$ cat config.mk
export PLATFORM = sky130hd
export DESIGN_NAME = temp_monitor
export DESIGN_NICKNAME = d
export VERILOG_FILES = /design/src/rtl/temp_monitor_pkg.sv /design/src/rtl/temp_monitor_bcd.sv /design/src/rtl/temp_monitor.sv
export SDC_FILE = /design/constraint.sdc
export NUM_CORES = 1
export LEC_CHECK = 0
export ABC_AREA = 1
export CORE_MARGIN = 2
export CORE_UTILIZATION = 55
export DETAILED_ROUTE_END_ITERATION = 6
export PLACE_DENSITY = 0.83
export SYNTH_ARGS = -nofsm -noshare
export SYNTH_HDL_FRONTEND = slang
export SYNTH_HIERARCHICAL = 1
export SYNTH_SLANG_ARGS = --single-unit
$ cat constraint.sdc
create_clock -name clk -period 2.4 [get_ports clk]
set_input_delay 0.24 -clock clk [delete_from_list [all_inputs] [get_ports clk]]
set_output_delay 0.24 -clock clk [all_outputs]
set_load 0.005 [all_outputs]
$ cat src/rtl/temp_monitor_pkg.sv
// temp_monitor shared types: sequencer states, display modes,
// and the active-low seven-segment digit table (gfedcba).
package temp_monitor_pkg;

  typedef enum logic [1:0] {
    ST_WAIT,
    ST_CLEAR,
    ST_ENABLE,
    ST_CAPTURE
  } state_t;

  typedef enum logic [1:0] {
    MODE_AVG,
    MODE_MAX,
    MODE_MIN,
    MODE_RAW
  } mode_t;

  localparam logic [6:0] SEG_BLANK = 7'h7f;

  function automatic logic [6:0] bcd_to_seg(input logic [3:0] n);
    logic [6:0] s;
    case (n)
      4'd0:    s = 7'h40;
      4'd1:    s = 7'h79;
      4'd2:    s = 7'h24;
      4'd3:    s = 7'h30;
      4'd4:    s = 7'h19;
      4'd5:    s = 7'h12;
      4'd6:    s = 7'h02;
      4'd7:    s = 7'h78;
      4'd8:    s = 7'h00;
      4'd9:    s = 7'h10;
      default: s = SEG_BLANK;
    endcase
    return s;
  endfunction

endpackage

$ cat src/rtl/temp_monitor_bcd.sv
// bin2bcd_seq: sequential 8-bit double-dabble, 1 load + 8 shift cycles.
// Ports: clk, rst, i_start, i_bin -> o_busy, o_done (last busy cycle), o_bcd.
module bin2bcd_seq (
  input  logic        clk,
  input  logic        rst,
  input  logic        i_start,
  input  logic [7:0]  i_bin,
  output logic        o_busy,
  output logic        o_done,
  output logic [11:0] o_bcd
);

  logic [7:0]  r_bin;
  logic [11:0] r_bcd;
  logic [3:0]  r_cnt;
  logic        r_busy;
  logic [11:0] w_adj;

  always_comb begin
    w_adj = r_bcd;
    for (int i = 0; i < 3; i++)
      if (r_bcd[4*i +: 4] >= 4'd5)
        w_adj[4*i +: 4] = r_bcd[4*i +: 4] + 4'd3;
  end

  always_ff @(posedge clk) begin
    if (rst) begin
      r_bin  <= '0;
      r_bcd  <= '0;
      r_cnt  <= '0;
      r_busy <= 1'b0;
    end else if (r_busy) begin
      // cnt == 8: result is final, hand it over this cycle
      if (r_cnt == 4'd8) begin
        r_busy <= 1'b0;
      end else begin
        {r_bcd, r_bin} <= {w_adj[10:0], r_bin, 1'b0};
        r_cnt <= r_cnt + 4'd1;
      end
    end else if (i_start) begin
      r_bin  <= i_bin;
      r_bcd  <= '0;
      r_cnt  <= '0;
      r_busy <= 1'b1;
    end
  end

  assign o_busy = r_busy;
  assign o_done = r_busy && (r_cnt == 4'd8);
  assign o_bcd  = r_bcd;

endmodule

$ cat src/rtl/temp_monitor.sv
// temp_monitor: sensor sequencer, averaging, min/max, alarm, 7-seg display.
// Ports: clk, rst, temp_valid/val in, temp_en/clear out, mode, clear_stats,
// alarm, sensor_fault, hex_d (active-low segs), hex_dp (active-low dots).
module temp_monitor
  import temp_monitor_pkg::*;
#(
  parameter int NUM_DIGITS      = 2,
  parameter int AVG_LOG         = 2,
  parameter int SAMPLE_INTERVAL = 5_000_000,
  parameter int TIMEOUT         = 1_000_000,
  parameter int TEMP_OFFSET     = 128,
  parameter int ALARM_HI        = 85,
  parameter int ALARM_LO        = 80
) (
  input  logic                    clk,
  input  logic                    rst,
  input  logic                    temp_valid,
  input  logic [7:0]              temp_val,
  output logic                    temp_en,
  output logic                    temp_clear,
  input  logic [1:0]              mode,
  input  logic                    clear_stats,
  output logic                    alarm,
  output logic                    sensor_fault,
  output logic [7*NUM_DIGITS-1:0] hex_d,
  output logic [NUM_DIGITS-1:0]   hex_dp
);

  localparam int ACC_W = 8 + AVG_LOG;
  localparam int NSAMP = 1 << AVG_LOG;
  localparam int LIMIT = 10 ** NUM_DIGITS;
  localparam int SAT   = (LIMIT > 256) ? 255 : LIMIT - 1;

  state_t      r_state, w_state_nxt;
  logic [31:0] r_cnt, w_cnt_nxt;
  logic        w_timeout;
  logic [2:0]  r_sync;
  logic        w_rise;
  logic [7:0]  r_code;
  logic [8:0]  w_diff;
  logic [7:0]  w_c;
  logic [ACC_W-1:0] r_acc, w_sum;
  logic [4:0]  r_n;
  logic [7:0]  r_avg, r_last, r_min, r_max;
  logic        r_avg_new, r_avg_ok, r_last_ok;
  logic        r_mm_ok, r_mm_pend;
  logic        r_alarm, r_fault;
  logic [7:0]  w_sel, w_disp;
  logic        w_sel_ok;
  logic [8:0]  w_key, r_key;
  logic [1:0]  r_kmode;
  logic        w_start, w_busy, w_done;
  logic [11:0] w_bcd;
  logic [7*NUM_DIGITS-1:0] w_hex_nxt, r_hex;

  // 2-FF synchroniser plus one stage for edge detection
  always_ff @(posedge clk) begin
    if (rst) r_sync <= '0;
    else     r_sync <= {r_sync[1:0], temp_valid};
  end
  assign w_rise = r_sync[1] & ~r_sync[2];

  always_ff @(posedge clk) begin
    if (rst) begin
      r_state <= ST_WAIT;
      r_cnt   <= '0;
    end else begin
      r_state <= w_state_nxt;
      r_cnt   <= w_cnt_nxt;
    end
  end

  always_comb begin
    w_state_nxt = r_state;
    w_cnt_nxt   = r_cnt;
    w_timeout   = 1'b0;
    temp_en     = 1'b0;
    temp_clear  = 1'b0;
    unique case (r_state)
      ST_WAIT: begin
        if (r_cnt == 32'(SAMPLE_INTERVAL - 1)) begin
          w_state_nxt = ST_CLEAR;
          w_cnt_nxt   = '0;
        end else begin
          w_cnt_nxt = r_cnt + 32'd1;
        end
      end
      ST_CLEAR: begin
        temp_clear  = 1'b1;
        w_state_nxt = ST_ENABLE;
        w_cnt_nxt   = '0;
      end
      ST_ENABLE: begin
        temp_en = 1'b1;
        if (w_rise) begin
          w_state_nxt = ST_CAPTURE;
        end else if (r_cnt == 32'(TIMEOUT - 1)) begin
          w_state_nxt = ST_WAIT;
          w_cnt_nxt   = '0;
          w_timeout   = 1'b1;
        end else begin
          w_cnt_nxt = r_cnt + 32'd1;
        end
      end
      ST_CAPTURE: begin
        w_state_nxt = ST_WAIT;
        w_cnt_nxt   = '0;
      end
      default: w_state_nxt = ST_WAIT;
    endcase
  end

  // negative result (bit 8 set) saturates to 0 degC
  assign w_diff = {1'b0, r_code} - 9'(TEMP_OFFSET);
  assign w_c    = w_diff[8] ? 8'd0 : w_diff[7:0];
  assign w_sum  = r_acc + ACC_W'(w_c);

  always_ff @(posedge clk) begin
    if (rst) begin
      r_code    <= '0;
      r_acc     <= '0;
      r_n       <= '0;
      r_avg     <= '0;
      r_avg_new <= 1'b0;
      r_avg_ok  <= 1'b0;
      r_last    <= '0;
      r_last_ok <= 1'b0;
    end else begin
      r_avg_new <= 1'b0;
      if (r_state == ST_ENABLE && w_rise)
        r_code <= temp_val;
      if (r_state == ST_CAPTURE) begin
        r_last    <= w_c;
        r_last_ok <= 1'b1;
        if (r_n == 5'(NSAMP - 1)) begin
          r_avg     <= 8'(w_sum >> AVG_LOG);
          r_avg_ok  <= 1'b1;
          r_avg_new <= 1'b1;
          r_acc     <= '0;
          r_n       <= '0;
        end else begin
          r_acc <= w_sum;
          r_n   <= r_n + 5'd1;
        end
      end
    end
  end

  // a clear that collides with a fresh average defers that average by one cycle
  always_ff @(posedge clk) begin
    if (rst) begin
      r_min     <= '0;
      r_max     <= '0;
      r_mm_ok   <= 1'b0;
      r_mm_pend <= 1'b0;
      r_alarm   <= 1'b0;
      r_fault   <= 1'b0;
    end else begin
      if (clear_stats) begin
        r_min     <= '0;
        r_max     <= '0;
        r_mm_ok   <= 1'b0;
        r_mm_pend <= r_avg_new;
      end else if (r_avg_new || r_mm_pend) begin
        r_mm_pend <= 1'b0;
        r_mm_ok   <= 1'b1;
        if (!r_mm_ok || r_avg < r_min) r_min <= r_avg;
        if (!r_mm_ok || r_avg > r_max) r_max <= r_avg;
      end
      if (r_avg_new) begin
        if (r_avg >= 8'(ALARM_HI))      r_alarm <= 1'b1;
        else if (r_avg <= 8'(ALARM_LO)) r_alarm <= 1'b0;
      end
      if (w_timeout)        r_fault <= 1'b1;
      else if (clear_stats) r_fault <= 1'b0;
    end
  end

  always_comb begin
    w_sel    = r_avg;
    w_sel_ok = r_avg_ok;
    unique case (mode_t'(mode))
      MODE_AVG: begin w_sel = r_avg;  w_sel_ok = r_avg_ok;  end
      MODE_MAX: begin w_sel = r_max;  w_sel_ok = r_mm_ok;   end
      MODE_MIN: begin w_sel = r_min;  w_sel_ok = r_mm_ok;   end
      MODE_RAW: begin w_sel = r_last; w_sel_ok = r_last_ok; end
    endcase
  end

  assign w_disp  = ({24'd0, w_sel} >= 32'(LIMIT)) ? 8'(SAT) : w_sel;
  assign w_key   = {w_sel_ok, w_disp};
  assign w_start = !w_busy && (w_key != r_key || mode != r_kmode);

  always_ff @(posedge clk) begin
    if (rst) begin
      r_key   <= '0;
      r_kmode <= '0;
      r_hex   <= '1;
    end else begin
      if (w_start) begin
        r_key   <= w_key;
        r_kmode <= mode;
      end
      if (w_done)
        r_hex <= w_hex_nxt;
    end
  end

  bin2bcd_seq u_bcd (
    .clk     (clk),
    .rst     (rst),
    .i_start (w_start),
    .i_bin   (w_disp),
    .o_busy  (w_busy),
    .o_done  (w_done),
    .o_bcd   (w_bcd)
  );

  // r_key[8] holds the validity of the value being converted
  always_comb begin
    w_hex_nxt = '1;
    for (int i = 0; i < NUM_DIGITS; i++)
      if (r_key[8] && (i == 0 || (w_bcd >> (4*i)) != 12'd0))
        w_hex_nxt[7*i +: 7] = bcd_to_seg(w_bcd[4*i +: 4]);
  end

  always_comb begin
    hex_dp    = '1;
    hex_dp[0] = ~r_alarm;
    hex_dp[1] = ~r_fault;
  end

  assign hex_d        = r_hex;
  assign alarm        = r_alarm;
  assign sensor_fault = r_fault;

endmodule

======== Word level (Yosys, flattened, before mapping) ========
Memories as Yosys holds them, arrays and structs flattened. A register that Yosys moved wholly into a read port is not among the register bits.
Index checks and enable logic that the tools add are counted.
Widths: inputs -> output; s select.
word-level totals
  bits in registers ....................... 149
  ROM bits ................................ 224
  bits of input ports ..................... 14
  memories kept ........................... 2
cells by class
  add/subtract/negate cells ............... 8
  $lt $le $gt $ge ......................... 8
  equality and inequality tests ........... 16
  multiplexer cells ....................... 47
  bitwise operators ....................... 5
  reductions and logical operators ........ 27
memories
  memory           words  width  rd ports  clocked after memory_dff  write ports  RTL line                source
  (no name shown)  16     7      1         1                         0            temp_monitor_pkg.sv:23  case (n)
  (no name shown)  16     7      1         1                         0            temp_monitor_pkg.sv:23
operators with widths
  operator               count
  $mux 32                3
  $pmux 32 s3            1
  $mux 8                 5
  $mux 12                3
  $mux 4                 9
  $add 32x1->32 const B  1
  $eq 32x20->1 const B   1
  $eq 32x23->1 const B   1
  $pmux 8 s4             1
  $ge 8x7->1 const B     2
  $mux 1                 15
  $mux 7                 2
  $ge 4x3->1 const B     3
  $reduce_and 2->1       6
  $reduce_bool 12->1     1
  $add 10x8->10          1
  $mux 10                1
  $ne 9x9->1             1
  $sub 8x8->9 const B    1
  $add 4x2->4 const B    2
  $eq 2x2->1 const B     4
  $gt 8x8->1             1
  $le 8x7->1 const B     1
  $lt 8x8->1             1
  other kinds (22)       44

======== Longest topological paths before layout ========
Gate-level depths: netlist of the first run.
  word-level depth ........................ 11
  depth in mapped cells ................... 21
  gate-level depth less buffers ........... 19

======== Cells and area by module ========
The synthesis of the first run kept the hierarchy.
by module, submodules not included
  module        times used  cells an instance  area an instance (um^2)  seq. area each (um^2)
  temp_monitor  1           924                6635.1                   2462.4
  bin2bcd_seq   1           206                1392.6                   500.5

======== Least setup slack after synthesis of the first run ========
Ideal clock, no wire load.
  path kind ............................... input to register
  start ................................... input mode[0]
  end ..................................... register u_bcd.r_cnt[2]
  setup time .............................. 67 ps
  arrival time ............................ 2335 ps
  data required time ...................... 2333 ps
  path slack .............................. -2 ps
  stages .................................. 21
  path buffers ............................ 3
  path through ............................ inv_1 ha_1 buf_6 inv_6 nand2_1 o21ai_2 nand3_1 nand2_2 buf_6 nand3_2 nand2_1 nand2_1 nor2_1 nand2_1 nor2_2 nor2_4 or2_1 nand2_2 buf_6 nand2_1 a21oi_2
on the way
  longest elaborated chain between the ends .. 9
  elaborated cells between the ends (all ways) .. 15
RTL lines
  what                                RTL line                source
  start, declared                     temp_monitor.sv:21      input logic [1:0] mode,
  $eq 2x2->1 (tied with other cells)  temp_monitor.sv:182     unique case (mode_t'(mode))
  $pmux 8 s4                          temp_monitor.sv:182
  $ge 8x7->1                          temp_monitor.sv:190     assign w_disp = ({24'd0, w_sel} >= 32'(LIMIT)) ? 8'(SAT) : w_sel;
  $mux 8                              temp_monitor.sv:190
  $ne 9x9->1                          temp_monitor.sv:192     assign w_start = !w_busy && (w_key != r_key || mode != r_kmode);
  $logic_or 1x1->1 (*)                temp_monitor.sv:192
  $logic_and 1x1->1 (*)               temp_monitor.sv:192
  named net w_start                   temp_monitor.sv:52      logic w_start, w_busy, w_done;
  $reduce_bool 2->1 (no line) (*)     n/a
  $reduce_and 2->1 (no line) (*)      n/a
  end signal, assigned                temp_monitor_bcd.sv:38  r_cnt <= r_cnt + 4'd1;
  end, declared                       temp_monitor_bcd.sv:15  logic [3:0] r_cnt;
Mark *: on every way through the listed nets, which the timed path passes. The rest lies on a longest branch.
A chain may end at the register's enable or synchronous reset.

======== Worst setup path in the final report of the first run ========
  start ................................... register r_last[3]
  end ..................................... register u_bcd.r_bcd[0], in the netlist u_bcd/o_bcd[0]
on the way
  longest elaborated chain between the ends .. 8
RTL lines
  what                             RTL line                source
  start, declared                  temp_monitor.sv:44      logic [7:0] r_avg, r_last, r_min, r_max;
  start signal, assigned           temp_monitor.sv:133     r_last <= w_c;
  $pmux 8 s4 (*)                   temp_monitor.sv:182
  $ge 8x7->1                       temp_monitor.sv:190
  $mux 8 (*)                       temp_monitor.sv:190
  $ne 9x9->1 (*)                   temp_monitor.sv:192
  $logic_or 1x1->1 (*)             temp_monitor.sv:192
  $logic_and 1x1->1 (*)            temp_monitor.sv:192
  named net w_start                temp_monitor.sv:52
  $reduce_bool 2->1 (no line) (*)  n/a
  $reduce_and 2->1 (no line) (*)   n/a
  end signal, assigned             temp_monitor_bcd.sv:37  {r_bcd, r_bin} <= {w_adj[10:0], r_bin, 1'b0};
  end, declared                    temp_monitor_bcd.sv:14  logic [11:0] r_bcd;
Marked as above.

==> results of run 1 <==
## kinds of logic after synthesis
logic type,after synthesis
muxes,5
buffers and inverters,182
and+or+nand+nor,526
DFF,148
other,1
AOI/OAI and AO/OA,193
adders and majority gates,47
xor gates and xnor gates,28
## power groups by stage
stage,sequential [mW],clock (mW),combinational (mW)
after global placement,2.60,0,0.467
final,2.55,2.72,0.579
after CTS,2.55,2.75,0.487
after detailed placement,2.60,0,0.477
after floorplan,2.59,0,0.325
after global routing,2.55,2.86,0.632
## state kept, by name, summed over array words and instances (netlist names), 4 cells and up
name and flops:
r_acc 10, r_cnt 32, r_avg 8, r_max 8, r_code 8, hex_d 14
r_key 9, r_min 8, u_bcd/r_cnt 4, u_bcd/o_bcd 12, r_last 7, u_bcd/r_bin 8
r_n 5
## stage by stage
stage	utilization	hold slack, ns	setup TNS, ns	setup slack, ns	std cells
after floorplan	-	0.309	0	0.0269	1130
after global placement	0.614	0.408	-19.30	-0.694	1368
after detailed placement	0.614	0.429	-22.26	-0.798	1368
after CTS	0.659	0.103	0	0.0286	1400
after global routing	0.682	0.131	-8.48	-0.376	1414
final	0.682	0.124	-3.04	-0.204	1414
## placed cells by master, fill, tap and decap left out, types with 4 or more instances in the layout
cell type,instances
nand4_1,28
dfxtp_1,136
nand2_4,5
buf_6,4
inv_2,8
a21oi_2,6
o211ai_1,6
clkbuf_16,18
nand2_2,31
inv_1,138
o21ai_2,5
inv_6,4
nand3_1,44
xnor2_1,5
o21a_1,4
clkinv_4,4
nor2_4,8
o21ai_0,56
buf_4,61
nor3_1,17
a21oi_1,84
nand3_2,5
o21ai_1,4
xor2_1,23
nand2_1,235
ha_1,41
clkdlybuf4s50_1,30
nor4_1,8
nor2_2,9
mux2i_1,4
nor2_1,119
dfxtp_2,11
o22ai_1,13
## path summary, 6_finish.rpt
kind / to / cells past startpoint / slack (ns) / from
worst min register to register: r_sync[1]$_SDFF_PP0_ / 2 / 0.43 / r_sync[0]$_SDFF_PP0_
worst max register to register: u_bcd/o_bcd[0]$_SDFFE_PP0P_ / 18 / -0.20 / r_last[3]$_SDFFE_PP0P_
worst max-delay path: u_bcd/o_bcd[0]$_SDFFE_PP0P_ / 18 / -0.20 / r_last[3]$_SDFFE_PP0P_
worst min-delay path: r_last_ok$_SDFFE_PP0P_ / 2 / 0.12 / rst
## worst max-delay path, cell delays in order, from the launching register on
cell and delay [ns]:
dfxtp_1 0.32, nand2_1 0.09, nand2_1 0.10, o21ai_2 0.26, nand3_2 0.16, nand2_4 0.15
buf_6 0.15, nand3_4 0.07, nand2_2 0.08, nand2_2 0.06, nor2_2 0.11, nand2_2 0.07
nor2_4 0.12, nor2_4 0.04, or2_4 0.28, nand2_8 0.09, buf_12 0.13, nand2_2 0.05
a21oi_2 0.18
## area by class of cell
class	instances	area (um2)	share of cell area
multi-input combinational	800	4530	0.462
sequential	148	2980	0.304
timing repair buffer	102	886	0.0904
inverter	148	563	0.0575
clock buffer	17	425	0.0434
tap	184	230	0.0235
clock inverter	15	181	0.0185
## per-layer routing
layer | track usage | up-vias | part of all wire
met5 | 0 | - | 0
met4 | 0.0987 | 0 | 0.037
met3 | 0.0490 | 72 | 0.069
met2 | 0.411 | 342 | 0.47
met1 | 0.324 | 3668 | 0.42
li1 | - | 3848 | -
## timing repair
item                       in CTS  in global routing
pin swaps                       1                 38
setup endpoints to repair      31                 33
hold endpoints to repair        0                  0
gates cloned                    0                  2
gates resized for setup        13                 78
setup buffers                   0                 12
==> flow_summary.yaml, run 1 <==
timing:
  timing_hold_violations_final: 0
  drv_slew: 0
  clock.fmax_mhz: 384
  post-route-period-util: 1.09
  rsz0062_at_grt: "true"
  finClkSkew_ns: 0.00817
  worst_pin_slew_ns: 0.693
  min_period_ns: 2.60
  setup_viol: 25
  slew_headroom: 0.537
  setup_ws_ns: -0.204
route:
  firstDrtPassIters: 7
  routed_wl_mm: 21.2
  first_iter_violations: 698
  num_vias: 7930
  postRouteAntennaNets: 0
  vias_per_cell: 5.61
  wire_per_inst_um: 15.0
  post-route-drc-count: 0
synth:
  synthAdderAreaFrac: 0.0742
  netlist_top_cells_area: "dfxtp_1, nand2_1, ha_1"
  synth_nets: 1191
  synth_cells: 1130
  ys_types: 50
  ys_ff_latch: 148
  post-synth-top-area-cell: "dfxtp_1"
  synth_seq_area_share: 0.369
  async_reset_ff_frac: 0
  ys.flop_type: "dfxtp_1"
  avgSynthCellArea_um2: 7.10
  synth_commonest_cells: "nand2_1, dfxtp_1, inv_1"
  netlist.area_leader.share: 0.369
  synth_top_family_by_area: "simple AND/OR/NAND/NOR gates"
  synthSimpleGateAreaFrac: 0.294
  synth_edf_count: 0
  syn_area_um2: 8030
  synth_compound_area_frac: 0.132
  synthMuxAreaShare: 0.00623
  ys_warn_count: 6
  yosysMostFrequentCell: "nand2_1"
  synth-xor-area-share: 0.0305
floorplan:
  die_y_um: 125
  pin_count: 34
  placementRows: 44
  core_um2: 14400
  dieWidth_um: 125
  start_util: 0.559
  dieArea_um2: 15600
clocking:
  cts_root_buf: "clkbuf_16"
  cts_tree: "built"
  clock_sinks: 148
  clock_path_buffers: 2
  htree_levels: 4
  insertion_delay_ns: 0.43
  clk_pin_slew_ns: 0.06
  ctsHoldBuffers: 0
  cts_buffers: 17
place:
  hpwl_mm: 13.2
  portBuffers: 33
  gp_congestion: 0.967
  placed_area_um2: 8820
power:
  vdd_drop_max_mv: 0.427
  sw_frac_of_total: 0.252
  power_leakage_nw: 4.24
  finalPower_mw: 5.85
  switching_power_mw: 1.47
  pwr-share-clk: 0.466
  intPower_mw: 4.38
  p_comb_frac: 0.099
  p_per_area_nw_per_um2: 597
  p_seq_frac: 0.436
global_route:
  grt_antenna_before_repair: 0
  grt_max_degree: 21
  grt_pass1_vias: 7224
  grt_overflow: 0
  grt_pass1_wl_mm: 32.5
  grtUsageTotal: 0.250
setup_path:
  start_kind: "register"
  end_kind: "register"
  critPathKind: "register to register"
  cp_max_fo: 6
  arrival_ns: 2.96
  worstPathRequired_ns: 2.76
finish:
  area_growth_pct: 22.0
  drive_gt1_frac: 0.176
  stdcell_area_um2: 9800
  fillers: 1068
  nNetsFinal: 1278
  antenna_cells: 0
min_path:
  hold_path.class: "input pin to register"
flow_run:
  cap_violations: 0
run_status:
  status: "finished, violations left"
  violations: "negative setup slack"
Note: power is estimated with default switching activity, not from simulation.
==> run 2, diff against run 1 <==
Settings changed: CTS_BUF_LIST set to sky130_fd_sc_hd__clkbuf_4.
==> run 2 against run 1 <==
Net effect:
- the run ends with design-rule violations, negative setup slack left
- setup slack gained 0.064 ns
- worst hold slack better by 0.050 ns
- sequential power about the same
- critical path type unchanged
==> flow_summary.yaml, run 2 (same netlist as run 1, synthesis figures left out) <==
run_status:
  status: "finished, violations left"
  violations: "design-rule violations, negative setup slack"
timing:
  timing_hold_violations_final: 0
  min_period_ns: 2.54
  clock.fmax_mhz: 394
  setup_ws_ns: -0.141
  slew_headroom: 0.535
  post-route-period-util: 1.06
  hold_ws_ns: 0.174
  worst_pin_slew_ns: 0.697
  drv_slew: 0
  setup_viol: 25
  finClkSkew_ns: 0.0131
  rsz0062_at_grt: "true"
setup_path:
  start_kind: "register"
  cp_max_fo: 6
  worstReg2RegEnd: "u_bcd/o_bcd[10]$_SDFFE_PP0P_"
  ff2ff_path_depth: 17
  r2r-start: "r_last[3]$_SDFFE_PP0P_"
  arrival_ns: 3.07
  critPathKind: "register to register"
  end_kind: "register"
  r2r_slack_ns: -0.14
  worstPathRequired_ns: 2.93
floorplan:
  pin_count: 34
  die_y_um: 125
  core_um2: 14400
  dieWidth_um: 125
  start_util: 0.559
  placementRows: 44
  dieArea_um2: 15600
global_route:
  busiest_layer: "met2"
  grt_pass1_wl_mm: 31.5
  grt_antenna_before_repair: 1
  use_met1: 0.320
  grt_overflow: 0
  use_met3: 0.0395
  grtUsageTotal: 0.241
  grt_pass1_vias: 7050
  met2_usage: 0.395
  grt_max_degree: 21
finish:
  layout_common_cells: "nand2_1, inv_1, dfxtp_1"
  final_util: 0.656
  area_growth_pct: 17.3
  drive_gt1_frac: 0.167
  instances_no_fill: 1409
  regMostFlops: "r_cnt"
  largest_reg_flops: 32
  nNetsFinal: 1272
  layout_commonest_cell: "nand2_1"
route:
  firstDrtPassIters: 7
  wire_per_inst_um: 13.8
  routed_wl_mm: 19.5
  first_iter_violations: 574
  vias_per_cell: 5.45
  postRouteAntennaNets: 0
  post-route-drc-count: 2
  num_vias: 7683
clocking:
  cts_buffers: 17
  cts_root_buf: "clkbuf_4"
  clk_pin_slew_ns: 0.13
  cts_tree: "built"
  clock_path_buffers: 2
  htree_levels: 4
  insertion_delay_ns: 0.59
  clock_sinks: 148
min_path:
  hold_path.class: "input pin to register"
  hold_path_end: "r_kmode[0]$_SDFFE_PP0P_"
  hp-start: "mode[0]"
  hold_depth: 4
place:
  gp_congestion: 0.967
  numPlacedInstances: 1368
  hpwl_mm: 13.2
  portBuffers: 33
flow_run:
  cap_violations: 0
power:
  finalPower_mw: 4.78
  vdd_drop_max_mv: 0.335
  power_leakage_nw: 4.04
  p_per_area_nw_per_um2: 507
run 2: cell types whose count changed in the layout (fill, tap and decap cells not counted), moves of 2 or more:
cell	previous run	this run
a21oi_1	84	86
a21oi_2	6	4
buf_4	61	55
clkbuf_16	18	1
clkbuf_4	2	17
nand2_1	235	237
nand2_4	5	3
o21ai_1	4	6
run 2: how the worst max path moves through the flow:
stage,start,end,slack [ns],depth (start not counted)
after floorplan,mode[0],u_bcd/r_cnt[2]$_SDFFE_PP0P_,0.03,21
after global routing,r_last[3]$_SDFFE_PP0P_,u_bcd/o_bcd[7]$_SDFFE_PP0P_,-0.16,17
after detailed placement,mode[0],u_bcd/o_bcd[7]$_SDFFE_PP0P_,-0.80,20
after CTS,r_max[5]$_SDFFE_PP0P_,u_bcd/r_bin[4]$_SDFFE_PP0P_,0.09,17
final,r_last[3]$_SDFFE_PP0P_,u_bcd/o_bcd[10]$_SDFFE_PP0P_,-0.14,17
after global placement,mode[0],u_bcd/r_bin[4]$_SDFFE_PP0P_,-0.69,20
run 2: timing repair:
item / 4_1_cts / 5_1_grt
hold endpoints to repair: 3 / 0
hold buffers: 1 / 0
gates cloned: 1 / 2
gates resized for setup: 14 / 60
pin swaps: 1 / 35
setup buffers: 0 / 4
endpoints found under the setup margin: 25 / 27
run 2: routing by layer:
| layer | share of wire | vias up |
|---|---|---|
| li1 | - | 3834 |
| met1 | 0.44 | 3511 |
| met2 | 0.46 | 269 |
| met3 | 0.062 | 69 |
| met4 | 0.032 | 0 |
| met5 | 0 | - |
run 2: through the flow:
stage	area (um2)	setup TNS, ns	setup slack, ns
after floorplan	8030	0	0.0269
after global placement	8820	-19.30	-0.694
after detailed placement	8820	-22.26	-0.798
after CTS	9200	0	0.0896
after global routing	9420	-3.27	-0.163
final	9420	-2.38	-0.141
run 2: critical path: stages, from the launching register on:
cell	delay, ns
dfxtp_1	0.35
nand2_1	0.09
nand2_1	0.10
o21ai_2	0.22
nand3_2	0.17
nand2_4	0.20
nand3_4	0.10
nand2_2	0.09
nand2_2	0.07
nor2_2	0.14
nand2_2	0.09
nor2_4	0.13
nor2_4	0.04
or2_4	0.28
nand2_8	0.09
clkbuf_16	0.16
nand2_1	0.04
a21oi_1	0.13
run 2: final cells by class:
cell class	count	area [um2]
antenna	1	2.50
fill	1167	4950
clock inverter	15	181
multi-input combinational	801	4510
clock buffer	17	128
timing repair buffer	95	826
inverter	148	563
sequential	148	2980
tap	184	230
run 2: where the power goes:
part           switching [mW]  internal, mW  leakage (nW)  total (mW)
registers              0.0434          2.50          1.20        2.55
logic                   0.324         0.228          2.68       0.552
clock network           0.953         0.730         0.163        1.68
total                    1.32          3.46          4.04        4.78
